**config.mk**
```make
export PLATFORM = sky130hd
export DESIGN_NAME = srom_stream_reader_4_bit
export DESIGN_NICKNAME = d
export VERILOG_FILES = /design/src/rtl/srom_stream_reader_4_bit.sv
export SDC_FILE = /design/constraint.sdc
export NUM_CORES = 1
export LEC_CHECK = 0
export BUFFER_PORTS_ARGS = -buffer_cell sky130_fd_sc_hd__buf_2
export CORE_MARGIN = 5
export CORE_UTILIZATION = 54
export CTS_CLUSTER_SIZE = 16
export DETAILED_ROUTE_END_ITERATION = 12
export GPL_ROUTABILITY_DRIVEN = 0
export PLACE_DENSITY = 0.79
export SLEW_MARGIN = 20
export SYNTH_ARGS = -nofsm -noshare
export SYNTH_HDL_FRONTEND = slang
export SYNTH_SLANG_ARGS = --single-unit
```
**constraint.sdc**
```tcl
create_clock -name Clk_In -period 3.2 [get_ports Clk_In]
set_input_delay 0.32 -clock Clk_In [delete_from_list [all_inputs] [get_ports Clk_In]]
set_output_delay 0.32 -clock Clk_In [all_outputs]
set_load 0.005 [all_outputs]
```
**src/rtl/srom_stream_reader_4_bit.sv**
```systemverilog
// Read client for the 4-bit x 16 single-port SROM: walks an address range and streams words out.
// Latency: 2 cycles from accepted start to first valid word. Backpressure: issue stalls when the 2-entry capture buffer could overflow.
// Optional feature: define SROM_READER_CHECKSUM_EN to add Checksum_Out (XOR of all words handed off in the transfer).
module srom_stream_reader_4_bit #(
  parameter int DATA_WIDTH = 4,
  parameter int ADDR_WIDTH = 4
) (
  input  logic                  Clk_In,
  input  logic                  Reset_In,
  input  logic                  Start_In,
  input  logic [ADDR_WIDTH-1:0] Start_Address_In,
  input  logic [ADDR_WIDTH:0]   Length_In,
  output logic                  Busy_Out,
  output logic                  Done_Out,
  output logic                  SROM_Enable_Out,
  output logic                  SROM_Read_Enable_Out,
  output logic [ADDR_WIDTH-1:0] SROM_Address_Out,
  input  logic [DATA_WIDTH-1:0] SROM_Read_Data_In,
  output logic [DATA_WIDTH-1:0] Data_Out,
  output logic                  Data_Valid_Out,
  input  logic                  Data_Ready_In,
  output logic                  Data_Last_Out
`ifdef SROM_READER_CHECKSUM_EN
  ,
  output logic [DATA_WIDTH-1:0] Checksum_Out
`endif
);

  localparam int LEN_W = ADDR_WIDTH + 1;
  localparam logic [LEN_W-1:0] DEPTH = LEN_W'(1 << ADDR_WIDTH);
  localparam logic [LEN_W-1:0] ONE   = LEN_W'(1);

  typedef enum logic [1:0] {
    IDLE = 2'd0,
    RUN  = 2'd1,
    DONE = 2'd2
  } state_t;

  state_t state_q, state_d;

  logic [ADDR_WIDTH-1:0]           addr_q;
  logic [LEN_W-1:0]                issue_cnt_q;
  logic [LEN_W-1:0]                out_cnt_q;
  logic                            in_flight_q;
  logic [1:0][DATA_WIDTH-1:0]      buf_q;
  logic                            wr_ptr_q;
  logic                            rd_ptr_q;
  logic [1:0]                      occ_q;

  logic                            start_ok;
  logic [LEN_W-1:0]                len_clamped;
  logic                            pop;
  logic                            last_pop;
  logic                            room;
  logic                            issue;
  logic [2:0]                      committed;

  // Start handling and stream handshake decode
  always_comb begin
    start_ok    = (state_q == IDLE) && Start_In && (Length_In != '0);
    len_clamped = (Length_In > DEPTH) ? DEPTH : Length_In;
    pop         = (occ_q != 2'd0) && Data_Ready_In;
    last_pop    = pop && (out_cnt_q == ONE);
  end

  // Words already buffered plus the one in the SROM pipe, minus what leaves this edge
  always_comb begin
    committed = {1'b0, occ_q} + {2'b0, in_flight_q} - {2'b0, pop};
    room      = (committed < 3'd2);
    issue     = (state_q == RUN) && (issue_cnt_q != '0) && room;
  end

  always_ff @(posedge Clk_In or posedge Reset_In) begin
    if (Reset_In) begin
      state_q <= IDLE;
    end else begin
      state_q <= state_d;
    end
  end

  always_comb begin
    state_d              = state_q;
    Busy_Out             = 1'b0;
    Done_Out             = 1'b0;
    SROM_Enable_Out      = 1'b0;
    SROM_Read_Enable_Out = 1'b0;
    case (state_q)
      IDLE: begin
        if (start_ok) begin
          state_d = RUN;
        end
      end
      RUN: begin
        Busy_Out             = 1'b1;
        SROM_Enable_Out      = 1'b1;
        SROM_Read_Enable_Out = 1'b1;
        if (last_pop) begin
          state_d = DONE;
        end
      end
      DONE: begin
        Done_Out = 1'b1;
        state_d  = IDLE;
      end
      default: begin
        state_d = IDLE;
      end
    endcase
  end

  // Address walk and counters
  always_ff @(posedge Clk_In or posedge Reset_In) begin
    if (Reset_In) begin
      addr_q      <= '0;
      issue_cnt_q <= '0;
      out_cnt_q   <= '0;
      in_flight_q <= 1'b0;
    end else begin
      in_flight_q <= issue;
      if (start_ok) begin
        addr_q      <= Start_Address_In;
        issue_cnt_q <= len_clamped;
        out_cnt_q   <= len_clamped;
      end else begin
        if (issue) begin
          addr_q      <= addr_q + 1'b1;
          issue_cnt_q <= issue_cnt_q - ONE;
        end
        if (pop) begin
          out_cnt_q <= out_cnt_q - ONE;
        end
      end
    end
  end

  // Capture buffer: a word is written only on the edge after its own issue
  always_ff @(posedge Clk_In or posedge Reset_In) begin
    if (Reset_In) begin
      buf_q    <= '0;
      wr_ptr_q <= 1'b0;
      rd_ptr_q <= 1'b0;
      occ_q    <= 2'd0;
    end else begin
      if (in_flight_q) begin
        buf_q[wr_ptr_q] <= SROM_Read_Data_In;
        wr_ptr_q        <= ~wr_ptr_q;
      end
      if (pop) begin
        rd_ptr_q <= ~rd_ptr_q;
      end
      occ_q <= occ_q + {1'b0, in_flight_q} - {1'b0, pop};
    end
  end

  always_comb begin
    SROM_Address_Out = addr_q;
    Data_Out         = buf_q[rd_ptr_q];
    Data_Valid_Out   = (occ_q != 2'd0);
    Data_Last_Out    = (occ_q != 2'd0) && (state_q == RUN) && (out_cnt_q == ONE);
  end

`ifdef SROM_READER_CHECKSUM_EN
  logic [DATA_WIDTH-1:0] checksum_q;

  always_ff @(posedge Clk_In or posedge Reset_In) begin
    if (Reset_In) begin
      checksum_q <= '0;
    end else if (start_ok) begin
      checksum_q <= '0;
    end else if (pop) begin
      checksum_q <= checksum_q ^ Data_Out;
    end
  end

  assign Checksum_Out = checksum_q;
`endif

endmodule

```
==> results.ini <==
[status]
status = complete, no violations

[job]
cap_violations = 0

[power_and_ir_drop]
pwr-share-seq_pct = 39.1
power_frac_clock_pct = 14.4
switching_share_pct = 37.9
intPower_mw = 1.11
switching_power_mw = 0.679
irDropWorstVdd_v = 0.000620
p_per_area_mw_per_mm2 = 1000
power_frac_comb_pct = 46.5
p_leak_nw = 0.844

[placement]
io_buffers = 30
place_area_sq_mm = 0.00172
hpwl_um = 2420
dp_slack_ns = 0.334

[grt]
grt_pass1_wl_um = 5460
first_global_vias = 1204
grt_max_degree = 30
grt_antenna_before_repair = 0
grt_usage_pct = 17.6
globalRouteOverflowTotal = 0

[clock_network]
cts.sink_count = 29
holdBufCountCts = 0
post_cts_buffers = 0
clk_pin_slew_ns = 0.09
cts_tree = yes
cts_made_buffers = 5
cts_resized = 0
htreeDepth = 2
clk-insertion-delay-late_ns = 0.34
clk_path_buf_depth = 2
clock-root-buffer = clkbuf_4

[worst_setup_path]
cp_cell_sequence = o21ai_1 > inv_1 > ha_1 > inv_1 > ha_1 > fa_1 > nor3b_1 > and3_4 > mux2_2 > o21ai_0
critPathTopFamily = adder cells
path_class = flop to flop
endpoint_kind = flop
worst-path-max-fanout = 11
cp_num_buf_inv = 2
required_ns = 3.46
worstPathArrival_ns = 3.14
start_kind = flop
slowest_delay_ns = 0.45
worst_path_max_delay_cell = fa_1

[synthesis]
synth.distinct_cells = 40
synthFlopType = dfrtp_1
yosysWarningCount = 0
synth_nets = 166
synth-xor-area-share_pct = 5.07
async_flop_share_pct = 100
syn_inst = 141
synthMuxAreaShare_pct = 10.1
synth_area_sq_mm = 0.00156
avgSynthCellArea_sq_um = 11.0
synth_seq_cells = 29
synth_edf_count = 0
synth-simple-area-share_pct = 12.8
synth_fa_ha_area_share_pct = 6.92
ys_seq_area_share_pct = 46.7
synth-compound-area-share_pct = 13.6
synth_top_family_by_area = compound AO/OA/AOI/OAI gates

[finish]
n_antenna_cell = 0
drive_above_1_share_pct = 34.7
syn_to_final_growth_pct = 15.1
post-route-cell-area_sq_mm = 0.00179
finish.net_count = 200

[detailed_routing]
avgViaCountPerCell = 5.67
wire_per_inst_um = 15.3
via_count = 1174
ant_nets = 0
routed_wl_um = 3170
first_iter_violations = 43
drc = 0
drt_first_pass_iters = 4

[die]
coreArea_sq_mm = 0.00276
die_h_um = 63.7
ioPinCount = 31
dieArea_sq_mm = 0.00405
die-width_um = 63.7
initial_core_util_pct = 56.4
rows = 19

[sta]
slew_headroom_pct = 59.8
max_clock_freq_ghz = 0.347
tns_ns = 0
rsz0062_at_grt = false
max_slew.worst_pin.slew_ns = 0.602
setup_ws_ns = 0.322
setup_violations = 0
fin_crit_ns = 2.88
skew_ns = 0.00775
slew_viol_final = 0
finalHoldViolations = 0
period_share_pct = 89.9

[hold_path]
hold_class = input pin to async pin

## final cells by class
class                           instances  area, sq um
Fill cell                             232          967
Multi-Input combinational cell         96          753
Sequential cell                        29          726
Timing Repair Buffer                   31          158
Clock buffer                            7         65.1
Inverter                               12         45.0
Tap cell                               31         38.8
Clock inverter                          1         5.00
## state kept, by name, summed over array words and instances (netlist names)
name and flops:
occ_q 2, issue_cnt_q 5, out_cnt_q 5, in_flight_q 1
wr_ptr_q 1, buf_q 8, state_q 2, rd_ptr_q 1
SROM_Address_Out 4
## placed cells by master, fill, tap and decap left out, types with 2 or more instances in the layout
| cell type | count |
|---|---|
| and3_1 | 2 |
| o21ai_0 | 6 |
| nand2_1 | 10 |
| clkbuf_8 | 2 |
| ha_1 | 7 |
| nor2_1 | 5 |
| nand4_1 | 2 |
| a31oi_1 | 3 |
| clkbuf_4 | 5 |
| inv_1 | 11 |
| dfrtp_1 | 29 |
| nor3_1 | 3 |
| nor3b_1 | 2 |
| mux2_2 | 13 |
| a21oi_1 | 9 |
| nor2b_1 | 2 |
| buf_2 | 30 |
| o22a_1 | 3 |
| xnor2_1 | 4 |
| xor2_1 | 5 |
## kinds of logic after synthesis
kind of cell,count (synthesis)
XOR/XNOR,9
multiplexers,14
adder cells (fa/ha/maj),8
flip-flops,29
AO/OA/AOI/OAI,31
buffers and inverters,16
AND/OR/NAND/NOR,34
## power groups by stage
stage	Clock, mW	Sequential (mW)	Combinational [mW]
4_1_cts	0.264	0.699	0.847
3_5_place_dp	0	0.707	0.840
6_report	0.257	0.700	0.833
3_3_place_gp	0	0.692	0.800
5_1_grt	0.282	0.725	0.948
2_1_floorplan	0	0.669	0.658
## through the flow
step / std cells / hold slack, ns / utilization [%] / total power, mW
3_5_place_dp: 199 / 0.476 / 62.4 / 1.55
3_3_place_gp: 199 / 0.471 / 62.4 / 1.49
4_1_cts: 207 / 0.171 / 64.9 / 1.81
6_report: 207 / 0.0427 / 64.9 / 1.79
5_1_grt: 207 / 0.0966 / 64.9 / 1.96
2_1_floorplan: 141 / 0.398 / - / 1.33
## cells in the mapped netlist, types with 2 or more instances
cell	count	area, sq um
dfrtp_1	29	726
buf_4	2	15.0
a21oi_1	9	45.0
nor2b_1	2	12.5
and3_1	2	12.5
mux2_2	13	146
a31oi_1	3	18.8
nor2_1	5	18.8
nand2_1	10	37.5
nor3_1	3	15.0
nor3b_1	2	15.0
inv_1	12	45.0
xor2_1	5	43.8
ha_1	7	87.6
o21ai_0	6	30.0
nand4_1	2	12.5
o22a_1	3	26.3
xnor2_1	4	35.0
## routing by layer
layer  wire length [um]  global-route usage, %  vias up
met5                  0                      0        -
met4                 59                   7.79        0
met3                222                   6.39        8
met2               1530                   27.5       30
met1               1360                   21.6      569
li1                   -                      -      567
## worst paths after layout
path                                     startpoint                  end  slack (ns)  cells after the start
max in group asynchronous                  Reset_In             buf_q[7]        2.76                      2
worst max-delay path                       occ_q[1]       issue_cnt_q[1]        0.32                     10
worst min-delay path                       Reset_In           state_q[0]        0.04                      2
worst max register to register             occ_q[1]       issue_cnt_q[1]        0.32                     10
min in group Clk_In             Start_Address_In[1]  SROM_Address_Out[1]        0.19                      3
worst min register to register             wr_ptr_q             wr_ptr_q        0.50                      1
Power figures use the tool's default switching activity.
